### src/rtl/da_ser_pkg.sv
`default_nettype none
// ============================================================================
// da_ser_pkg : shared FSM encoding and sizing for the serializer front-end
// Rev 1.0
// ============================================================================
package da_ser_pkg;

    localparam int unsigned CLK_DIV_DEFAULT = 2;
    localparam int unsigned PHASE_W         = 8;
    localparam int unsigned BIT_W           = 3;

    typedef enum logic [2:0] {
        ST_IDLE     = 3'd0,
        ST_LOAD     = 3'd1,
        ST_SHIFT_LO = 3'd2,
        ST_SHIFT_HI = 3'd3,
        ST_WAIT     = 3'd4
    } state_t;

endpackage
`default_nettype wire

### src/rtl/ser_tick_gen.sv
`default_nettype none
// ============================================================================
// ser_tick_gen : one-cycle tick every CLK_DIV cycles while run_i is high
// Rev 1.0
// ============================================================================
module ser_tick_gen
    import da_ser_pkg::*;
#(
    parameter int unsigned CLK_DIV = CLK_DIV_DEFAULT
) (
    input  logic clk,
    input  logic reset,
    input  logic run_i,
    output logic tick_o
);

    localparam logic [PHASE_W-1:0] LAST_PHASE = PHASE_W'(CLK_DIV - 1);

    logic [PHASE_W-1:0] phase_q;
    logic [PHASE_W-1:0] phase_d;

    // Dropping run_i restarts the count so every state begins a fresh half-period.
    always_comb begin
        tick_o  = run_i && (phase_q == LAST_PHASE);
        phase_d = (!run_i || tick_o) ? '0 : phase_q + 8'd1;
    end

    always_ff @(posedge clk or posedge reset) begin
        if (reset) begin
            phase_q <= '0;
        end else begin
            phase_q <= phase_d;
        end
    end

endmodule
`default_nettype wire

### src/rtl/deserializer_ctrl.sv
`default_nettype none
// ============================================================================
// deserializer_ctrl : drives a 74165-style serializer and delivers bytes
// Rev 1.0
// ============================================================================
module deserializer_ctrl
    import da_ser_pkg::*;
#(
    parameter int unsigned CLK_DIV = CLK_DIV_DEFAULT
) (
    input  logic        clk,
    input  logic        reset,
    input  logic        enable,
    output logic        clk_ser,
    output logic        clk_par,
    input  logic        data_ser,
    output logic [7:0]  m_data,
    output logic        m_valid,
    input  logic        m_ready,
    output logic        busy,
    output logic [15:0] frame_count
);

    state_t             state_q, state_d;
    logic [BIT_W-1:0]   bit_q;
    logic [7:0]         shift_q;
    logic               pending_q, pending_d;
    logic               clk_ser_q, clk_par_q, busy_q, m_valid_q;
    logic [7:0]         m_data_q;
    logic [15:0]        frame_count_q;
    logic               tick;
    logic               run;
    logic               slot_free;
    logic               xfer;

    assign run = (state_q == ST_LOAD) || (state_q == ST_SHIFT_LO) || (state_q == ST_SHIFT_HI);

    ser_tick_gen #(.CLK_DIV(CLK_DIV)) u_tick (
        .clk    (clk),
        .reset  (reset),
        .run_i  (run),
        .tick_o (tick)
    );

    // Every frame passes through WAIT for at least one cycle; pending_q marks
    // a byte that could not be handed over yet and still lives in shift_q.
    always_comb begin
        slot_free = !m_valid_q || m_ready;
        state_d   = state_q;
        pending_d = pending_q;
        xfer      = 1'b0;
        case (state_q)
            ST_IDLE:     if (enable) state_d = ST_LOAD;
            ST_LOAD:     if (tick) state_d = ST_SHIFT_LO;
            ST_SHIFT_LO: if (tick) state_d = ST_SHIFT_HI;
            ST_SHIFT_HI: begin
                if (tick) begin
                    if (bit_q == 3'd7) begin
                        state_d   = ST_WAIT;
                        xfer      = slot_free;
                        pending_d = !slot_free;
                    end else begin
                        state_d = ST_SHIFT_LO;
                    end
                end
            end
            ST_WAIT: begin
                if (!pending_q || slot_free) begin
                    xfer      = pending_q;
                    pending_d = 1'b0;
                    state_d   = enable ? ST_LOAD : ST_IDLE;
                end
            end
            default: state_d = ST_IDLE;
        endcase
    end

    always_ff @(posedge clk or posedge reset) begin
        if (reset) begin
            state_q       <= ST_IDLE;
            bit_q         <= '0;
            shift_q       <= '0;
            pending_q     <= 1'b0;
            clk_ser_q     <= 1'b0;
            clk_par_q     <= 1'b1;
            busy_q        <= 1'b0;
            m_valid_q     <= 1'b0;
            m_data_q      <= '0;
            frame_count_q <= '0;
        end else begin
            state_q   <= state_d;
            pending_q <= pending_d;
            clk_ser_q <= (state_d == ST_SHIFT_HI);
            clk_par_q <= (state_d != ST_LOAD);
            busy_q    <= (state_d != ST_IDLE);
            if (state_q == ST_SHIFT_LO && tick) begin
                shift_q[3'd7 - bit_q] <= data_ser;
            end
            // Bit index wraps 7 -> 0, ready for the next frame.
            if (state_q == ST_SHIFT_HI && tick) begin
                bit_q <= bit_q + 3'd1;
            end
            if (xfer) begin
                m_data_q      <= shift_q;
                m_valid_q     <= 1'b1;
                frame_count_q <= frame_count_q + 16'd1;
            end else if (m_ready) begin
                m_valid_q <= 1'b0;
            end
        end
    end

    assign clk_ser     = clk_ser_q;
    assign clk_par     = clk_par_q;
    assign busy        = busy_q;
    assign m_valid     = m_valid_q;
    assign m_data      = m_data_q;
    assign frame_count = frame_count_q;

endmodule
`default_nettype wire

### config.mk
export PLATFORM = sky130hd
export DESIGN_NAME = deserializer_ctrl
export DESIGN_NICKNAME = d
export VERILOG_FILES = /design/src/rtl/da_ser_pkg.sv /design/src/rtl/ser_tick_gen.sv /design/src/rtl/deserializer_ctrl.sv
export SDC_FILE = /design/constraint.sdc
export NUM_CORES = 1
export LEC_CHECK = 0
export CAP_MARGIN = 20
export CORE_ASPECT_RATIO = 1.2
export CORE_MARGIN = 3
export CORE_UTILIZATION = 40
export DETAILED_ROUTE_END_ITERATION = 8
export SYNTH_ARGS = -nofsm -noshare
export SYNTH_HDL_FRONTEND = slang
export SYNTH_SLANG_ARGS = --single-unit
### constraint.sdc
create_clock -name clk -period 4.5 [get_ports clk]
set_input_delay 0.9 -clock clk [delete_from_list [all_inputs] [get_ports clk]]
set_output_delay 0.9 -clock clk [all_outputs]
set_load 0.01 [all_outputs]
==> reports/results.ini, run 1 <==
[route]
routed_wl_mm = 4.54
met1_length_mm = 2.10
wl_per_cell_um = 14.3
route.met3.wl_um = 174
vias = 1594
drtIter0Drc = 44
top_layer = met4
dr.pass1.iters = 5
drt-vias-per-instance = 5.03
drc = 0
final_antenna_net_count = 0
wl_met2_mm = 2.20

[yosys]
syn_inst = 205
yosys.area.top_type = dfrtp_1
ys_seq_area_share_pct = 52.6
ys_ff_latch = 51
synth_top_area_share_pct = 51.5
yosysWarnings = 0
synth_edf_count = 0
synth_common_cells = dfrtp_1 (50), xor2_1 (20), mux2_2 (19)
postSynth.asyncResetShare_pct = 100
yosys-top-cells-area = dfrtp_1 (52%), mux2_2 (8.8%), xor2_1 (7.2%), ha_1 (2.6%), nor2_1 (2.3%)
syn_nets = 215
ys_types = 40
syn_area_per_cell_um2 = 11.8
syn_area_um2 = 2430
synth_flop_cell = dfrtp_1
yosysMostFrequentCell = dfrtp_1

[sta]
finalCritPeriodShare_pct = 54.3
final.setup_skew_ns = 0.0109
fin_tns_setup_ns = 0
tightestPinTransition_ns = 1.04
drv_slew = 0
fin_ws_ns = 2.06
setup_viol = 0
rsz0062_at_grt = false
post-route-min-period_ns = 2.44
fmax_mhz = 409
relSlewSlack_pct = 30.9
hold_viol = 0

[die]
io_pins = 33
fp.coreArea_um2 = 5780
die_y_um = 91.3
die-area_um2 = 7040
std_cell_rows = 30
initial_core_util_pct = 42.0
dieWidth_um = 77.1

[power]
peakVddDrop_v = 0.000200
power_density_nw_per_um2 = 435
leakagePower_nw = 1.26

[grt]
grt_pass1_vias = 1644
antenna_found_initial = 0
grt-ovfl-total = 0
grt_max_degree = 29
grt_usage_pct = 14.0
grt_pass1_wl_mm = 8.06

[run_status]
outcome = finished clean

[clocking]
cts_setup_buffers = 0
ctsResizeCount = 0
clk_latency_ns = 0.30
cts.sinks = 51
cts_max_path_buffers = 2
cts_tree = done
hold_buffers = 0
clock-root-buffer = clkbuf_8
clk_pin_slew_ns = 0.10
cts_buffers = 5
h-tree-depth = 2

[hold_path]
min_path_cells = 1
whs_endpoint = frame_count[15]
hp-start = frame_count[15]
worstHoldPathType = reg -> reg

[placed_design]
dp_cells = 309
place.gp.congestion = 0.736
dpl_worst_slack_ns = 1.73
hpwl_mm = 3.14
io_buffers = 32

[layout]
nNetsFinal = 246
antenna_cells = 0
layoutNonFillerInstCount = 317
area_delta_synth_final_pct = 20.6
drive_gt1_share_pct = 16.5

[setup_path]
crit_type = in -> reg
rr_worst_depth = 6
worstPathRequired_ns = 4.70
timing.rr.start = bit_q[0]
path_max_fanout = 12
critPathArrivalTime_ns = 2.64
startpoint_type = primary input
endpoint_kind = register
r2r_setup_slack_ns = 2.24
r2r-end = m_data[3]

[job]
maxCapViolCount = 0

state kept, by name (all words and copies together) (netlist names):
name,flops
shift_q,8
busy,1
m_valid,1
u_tick.phase_q,8
clk_ser,1
bit_q,3
clk_par,1
pending_q,1
m_data,8
frame_count,16
state_q,3
metrics by stage:
stage / total power, mW / hold WS, ns / util, % / cell area (um2)
2_1_floorplan: 0.889 / 0.475 / - / 2430
3_3_place_gp: 0.980 / 0.460 / 48.5 / 2800
3_5_place_dp: 0.994 / 0.462 / 48.9 / 2820
4_1_cts: 1.29 / 0.479 / 50.6 / 2930
5_1_grt: 1.37 / 0.485 / 50.6 / 2930
6_report: 1.27 / 0.474 / 50.6 / 2930
layout make-up:
class                           instances  area, um2
Fill cell                             564       2850
Sequential cell                        51       1280
Multi-Input combinational cell        142       1090
Timing Repair Buffer                   33        340
Tap cell                               80        100
Clock buffer                            7       96.3
Inverter                                3       11.3
Clock inverter                          1       7.51
where the power goes:
part | total, mW | switching, mW | internal [mW] | leakage, nW
Combinational | 0.321 | 0.150 | 0.171 | 0.566
Clock | 0.294 | 0.154 | 0.140 | 0.0505
Sequential | 0.659 | 0.111 | 0.548 | 0.645
cells in the final DEF, fill, tap and decap left out, types with 4 or more instances in the layout:
cell type         n
and3_1            4
clkbuf_8          7
clkdlybuf4s50_1  32
dfrtp_1          50
ha_1              5
mux2_2           19
nand2_1          13
nand3_1          10
nor2_1           15
nor3_1            5
nor4_1            5
nor4_2            4
nor4b_1           4
xor2_1           20
logic make-up after synthesis:
logic type      count (synthesis)  share of synthesized area (%)
fa+ha+maj                       5                           2.58
flops                          51                           52.6
buf+inv                        12                           2.27
xor+xnor                       23                           8.30
compound gates                  8                           2.63
simple gates                   84                           21.5
mux                            22                           10.1
worst max-delay path, stage by stage:
cell and delay [ns]:
clkdlybuf4s50_1 0.42, nor2b_1 0.80, nor2_4 0.18, mux2_2 0.33
how the worst max path moves through the flow:
| stage | cells after the start | to | start | slack [ns] |
|---|---|---|---|---|
| after detailed placement | 4 | m_data[4] | m_ready | 1.73 |
| after global placement | 4 | m_data[6] | m_ready | 1.76 |
| after floorplan | 1 | bit_q[0] | reset | 2.37 |
| after CTS | 4 | m_data[4] | m_ready | 2.04 |
| final | 4 | m_data[3] | m_ready | 2.06 |
| after global routing | 4 | frame_count[1] | m_ready | 1.87 |
layer usage:
| layer | vias up | global-route usage (%) |
|---|---|---|
| met5 | - | 0 |
| met4 | 0 | 4.45 |
| met3 | 6 | 3.77 |
| met2 | 28 | 22.5 |
| met1 | 775 | 18.4 |
| li1 | 785 | - |
Note: power is estimated with default switching activity, not from simulation.
==> run 2, diff against run 1 <==
clock period = 2.1 ns   (was 4.5 ns; I/O delays follow)
==> run 2 against run 1 <==
Clock skew decreased by 0.0037 ns. Sequential share of layout area decreased by 1.3 points. First-iteration DRC count decreased by 41%. Critical path depth increased by 3. Global-route usage increased by 0.36 points. Wire length decreased by 0.20%. Sequential power increased by 100%. Critical endpoint is now frame_count[4]. Clock power increased by 120%. Hold slack got worse by 0.053 ns.
==> reports/results.ini, run 2 (synthesis gave the netlist of run 1 again) <==
[run_status]
outcome = finished clean

[die]
fp.coreArea_um2 = 5780
io_pins = 33
std_cell_rows = 30
die_y_um = 91.3
dieWidth_um = 77.1
initial_core_util_pct = 42.0
die-area_um2 = 7040

[setup_path]
worstPathRequired_ns = 2.33
r2r-end = frame_count[4]
rr_worst_depth = 7
cp_cell_sequence = ha_1 > ha_1 > and4b_1 > a31oi_4 > buf_4 > nor4b_1 > xor2_1
r2r_setup_slack_ns = 0.21
critPathArrivalTime_ns = 2.12
slowest_delay_ns = 0.36
crit_type = reg -> reg
path_max_fanout = 8
crit_path_frequent_cell = ha_1
crit_start = bit_q[0]
startpoint_type = register
endpoint_kind = register
crit_end = frame_count[4]
cpMaxStageDelayCell = dfrtp_1
timing.rr.start = bit_q[0]

[route]
wl_per_cell_um = 13.9
drt-vias-per-instance = 5.06
final_antenna_net_count = 0
dr.pass1.iters = 4
drc = 0
drtIter0Drc = 26
vias = 1656
routed_wl_mm = 4.53

[layout]
fillers = 537
largest_reg_flops = 16
nNetsFinal = 257
layoutNonFillerInstCount = 327
layout_commonest_cell = dfrtp_1
layout_common_cells = dfrtp_1 (50), clkdlybuf4s50_1 (32), xor2_1 (20), mux2_2 (19), nor2_1 (15)
antenna_cells = 0
area_delta_synth_final_pct = 24.2
postLayoutCellArea_um2 = 3020
drive_gt1_share_pct = 19.8

[grt]
grt_pass1_wl_mm = 8.14
grt_usage_pct = 14.4
grt_pass1_vias = 1740
grt_max_degree = 26
grt-ovfl-total = 0
antenna_found_initial = 0

[clocking]
cts_setup_buffers = 0
cts_max_path_buffers = 2
clk_latency_ns = 0.30
cts_tree = done
hold_buffers = 0
clock-root-buffer = clkbuf_8
clk_pin_slew_ns = 0.09
cts_buffers = 5
h-tree-depth = 2
ctsResizeCount = 0
cts.sinks = 51

[sta]
final.setup_skew_ns = 0.00727
relSlewSlack_pct = 72.4
tightestPinTransition_ns = 0.413
post-route-min-period_ns = 1.89
worst_hold_slack_ns = 0.421
rsz0062_at_grt = false
finalCritPeriodShare_pct = 90.2
drv_slew = 0
fmax_mhz = 528
fin_tns_setup_ns = 0
setup_viol = 0
hold_viol = 0

[power]
leakagePower_nw = 1.32
power_density_nw_per_um2 = 943
p_total_mw = 2.84
peakVddDrop_v = 0.000457

[placed_design]
dp_cells = 320
placed_area_um2 = 2910
io_buffers = 32
place.gp.congestion = 0.844
hpwl_mm = 3.38

[hold_path]
worstHoldPathType = in -> async

[job]
maxCapViolCount = 0

run 2: cell count changes in the layout (fill, tap and decap cells not counted), sizes merged:
cell / change
clkinvlp: -1
bufinv: +1
clkbuf: -1
buf: +11
run 2: worst min path at each step:
stage                    start              end  slack [ns]  depth (start not counted)
2_1_floorplan       shift_q[0]       shift_q[0]        0.47                          1
3_3_place_gp   frame_count[15]  frame_count[15]        0.46                          1
3_5_place_dp   frame_count[15]  frame_count[15]        0.46                          1
4_1_cts                  reset  frame_count[11]        0.43                          2
5_1_grt                  reset  frame_count[11]        0.44                          2
6_report                 reset  frame_count[11]        0.42                          2
run 2: worst max-delay path, delay by kind of cell, from the launching register on:
kind	cells	cell delay (ns)
flip-flops	1	0.36
buffers and inverters	1	0.20
XOR/XNOR	1	0.18
adder cells (fa/ha/maj)	2	0.32
AO/OA/AOI/OAI	1	0.13
AND/OR/NAND/NOR	2	0.64
run 2: through the flow:
stage          utilization [%]  setup WS [ns]
2_1_floorplan                -          0.220
4_1_cts                   52.1          0.170
3_5_place_dp              50.3          0.115
6_report                  52.2          0.207
3_3_place_gp              50.3          0.190
5_1_grt                   52.2         0.0138
run 2: area by class of cell:
| type | instances | area, um2 | share of cell area (%) |
|---|---|---|---|
| Multi-Input combinational cell | 142 | 1100 | 36.5 |
| Clock inverter | 1 | 30.0 | 0.996 |
| Sequential cell | 51 | 1280 | 42.4 |
| Clock buffer | 6 | 72.6 | 2.41 |
| Timing Repair Buffer | 44 | 423 | 14.0 |
| Inverter | 3 | 11.3 | 0.373 |
| Tap cell | 80 | 100 | 3.32 |
run 2: power breakdown:
part / leakage, nW / switching (mW) / internal [mW]
Sequential: 0.645 / 0.165 / 1.18
Clock: 0.0513 / 0.303 / 0.349
Combinational: 0.621 / 0.409 / 0.440
run 2: per-layer routing:
layer | wire length [um] | vias to the layer above | track usage (%)
li1 | - | 805 | -
met1 | 2000 | 816 | 17.1
met2 | 2310 | 29 | 24.9
met3 | 154 | 6 | 3.67
met4 | 67 | 0 | 5.34
met5 | 0 | - | 0
==> run 3, diff against run 2 <==
--- a/config.mk
+++ b/config.mk
@@ -7,2 +7,3 @@
 export LEC_CHECK = 0
+export ABC_AREA = 1
 export CAP_MARGIN = 20
@@ -12,2 +13,3 @@
 export DETAILED_ROUTE_END_ITERATION = 8
+export DONT_BUFFER_PORTS = 1
 export SYNTH_ARGS = -nofsm -noshare
==> constraint.sdc (replaced) <==
create_clock -name clk -period 2.1 [get_ports clk]
set_input_delay 0.315 -clock clk [delete_from_list [all_inputs] [get_ports clk]]
set_output_delay 0.315 -clock clk [all_outputs]
set_load 0.01 [all_outputs]
==> run 3 against run 2 <==
Wire length is 21% higher. Setup slack better by 0.14 ns. Clock power shrank 11%. First-iteration DRC count grew to 3.2 times the previous value. Sequential power up 5%. Global-route usage up 1.6 points. Largest power group unchanged. Critical endpoint is now frame_count[2]. Count of clock-buffer cells in the layout stayed put. Maximum frequency increased by 7.8%. Die area rose by 8.7%. Synthesized cell count grew 67%. Combinational power fell by 14%. Sequential cell count unchanged.
==> reports/results.ini, run 3 <==
[setup_path]
worstPathRequired_ns = 2.30
crit_type = reg -> reg
cpMaxStageDelayCell = dfrtp_1
crit_path_frequent_cell = ha_1
critical_path_buf_inv_count = 2
slowest_delay_ns = 0.47
critical_path.top_delay_family = simple AND/OR/NAND/NOR gates
path_max_fanout = 22
cp_cell_sequence = ha_1 > ha_1 > inv_1 > nor2_1 > nand4_4 > buf_4 > nand3_1 > nand2_1
critPathArrivalTime_ns = 1.95
endpoint_kind = register
startpoint_type = register

[die]
initial_core_util_pct = 42.5
die-area_um2 = 7660
std_cell_rows = 31
fp.coreArea_um2 = 6240
dieWidth_um = 80.4
die_y_um = 95.3
io_pins = 33

[yosys]
synth_edf_count = 0
syn_area_per_cell_um2 = 7.74
ys_seq_area_share_pct = 48.1
syn_inst = 343
synth_flop_cell = dfrtp_1
syn_nets = 353
synth_top_area_share_pct = 47.1
syn_area_um2 = 2660
yosys.area.top_type = dfrtp_1
postSynth.asyncResetShare_pct = 100
yosys-top-cells-area = dfrtp_1 (47%), nand2_1 (17%), nand3_1 (8.1%), nor2_1 (5.8%), inv_1 (3.8%)
yosysWarnings = 0
ys_ff_latch = 51
ys_types = 26
yosysMostFrequentCell = nand2_1
synth_common_cells = nand2_1 (120), dfrtp_1 (50), nand3_1 (43)

[route]
drt-vias-per-instance = 4.92
routed_wl_mm = 5.49
wl_per_cell_um = 12.7
final_antenna_net_count = 0
drc = 0
drtIter0Drc = 82
vias = 2119
dr.pass1.iters = 4

[run_status]
outcome = finished clean

[layout]
antenna_cells = 0
fillers = 628
drive_gt1_share_pct = 6.88
layout_common_cells = nand2_1 (120), dfrtp_1 (50), nand3_1 (43), nor2_1 (41), inv_1 (26)
seq_area_um2 = 1280
layoutNonFillerInstCount = 431
layout_commonest_cell = nand2_1
multi_input_area_um2 = 1210
nNetsFinal = 359
largest_reg_flops = 16
area_delta_synth_final_pct = 7.30

[clocking]
cts_tree = done
clk_pin_slew_ns = 0.09
clock-root-buffer = clkbuf_8
cts.sinks = 51
h-tree-depth = 2
cts_max_path_buffers = 2
cts_buffers = 5
clk_latency_ns = 0.30

[placed_design]
place.gp.congestion = 0.848
hpwl_mm = 3.95
dp_cells = 423
dpl_worst_slack_ns = 0.346
io_buffers = 0

[grt]
grt.busiest_layer = met2
grtUsageMet2_pct = 26.7
grt_max_degree = 25
grt_pass1_vias = 2127
antenna_found_initial = 0
grt_pass1_wl_mm = 9.70
met1_usage_pct = 20.1
grt_usage_pct = 16.0
grt-ovfl-total = 0
met3_usage_pct = 3.69

[sta]
tightestPinTransition_ns = 0.443
fin_tns_setup_ns = 0
finalCritPeriodShare_pct = 83.6
drv_slew = 0
setup_viol = 0
fmax_mhz = 569
hold_viol = 0
post-route-min-period_ns = 1.76
fin_ws_ns = 0.344
relSlewSlack_pct = 70.2
rsz0062_at_grt = false
final.setup_skew_ns = 0.00894

[hold_path]
worstHoldPathType = in -> reg

[power]
peakVddDrop_v = 0.000596
leakagePower_nw = 1.38
power_density_nw_per_um2 = 955
p_total_mw = 2.72

[job]
maxCapViolCount = 0

run 3: changes by cell type after synthesis, moves of 5 or more:
cell	before	now
nand2_1	13	120
nand3_1	10	43
nor2_1	15	41
inv_1	3	27
mux2_2	19	0
xor2_1	20	9
o21ai_0	3	12
nor4_1	5	0
run 3: through the flow:
stage | cell area, um2 | hold slack, ns | utilization (%)
after floorplan | 2660 | 0.436 | -
after global placement | 2750 | 0.212 | 44.1
after detailed placement | 2750 | 0.218 | 44.1
after CTS | 2850 | 0.118 | 45.6
after global routing | 2850 | 0.123 | 45.6
final | 2850 | 0.127 | 45.6
run 3: final cells by class:
type | count | share of cell area [%]
Clock buffer | 6 | 2.90
Inverter | 30 | 3.95
Clock inverter | 1 | 0.176
Multi-Input combinational cell | 254 | 42.6
Sequential cell | 51 | 44.8
Timing Repair Buffer | 7 | 1.93
Tap cell | 82 | 3.60
run 3: cell families (layout without fill, tap and decap cells):
| kind of cell | Yosys count | after routing | share of synthesized area, % |
|---|---|---|---|
| fa+ha+maj | 5 | 5 | 2.36 |
| simple gates | 220 | 220 | 36.0 |
| buf+inv | 38 | 44 | 6.17 |
| flops | 51 | 51 | 48.1 |
| compound gates | 16 | 16 | 3.11 |
| xor+xnor | 13 | 13 | 4.29 |
run 3: timing repair:
| item | 4_1_cts | 5_1_grt |
|---|---|---|
| resized for setup | 0 | 0 |
| setup endpoints to repair | 0 | 0 |
| hold endpoints to repair | 17 | 0 |
| hold buffers | 1 | 0 |
| setup buffers | 0 | 0 |
run 3: worst paths after layout:
kind | end | from | slack, ns | cells past startpoint
worst max register to register | frame_count[2] | bit_q[0] | 0.34 | 8
worst min-delay path | shift_q[6] | data_ser | 0.13 | 2
worst max-delay path | frame_count[2] | bit_q[0] | 0.34 | 8
worst min register to register | m_data[4] | shift_q[4] | 0.46 | 2
max in group asynchronous | m_data[1] | reset | 1.07 | 3
min in group asynchronous | u_tick.phase_q[2] | reset | 0.45 | 2
run 3: power by group:
group | switching [mW] | internal [mW]
registers | 0.205 | 1.20
logic | 0.475 | 0.253
clock network | 0.324 | 0.260
run 3: metal layers:
layer	vias to the layer above	wire length [um]
met5	-	0
met4	0	119
met3	11	332
met2	46	2580
met1	972	2460
li1	1090	-
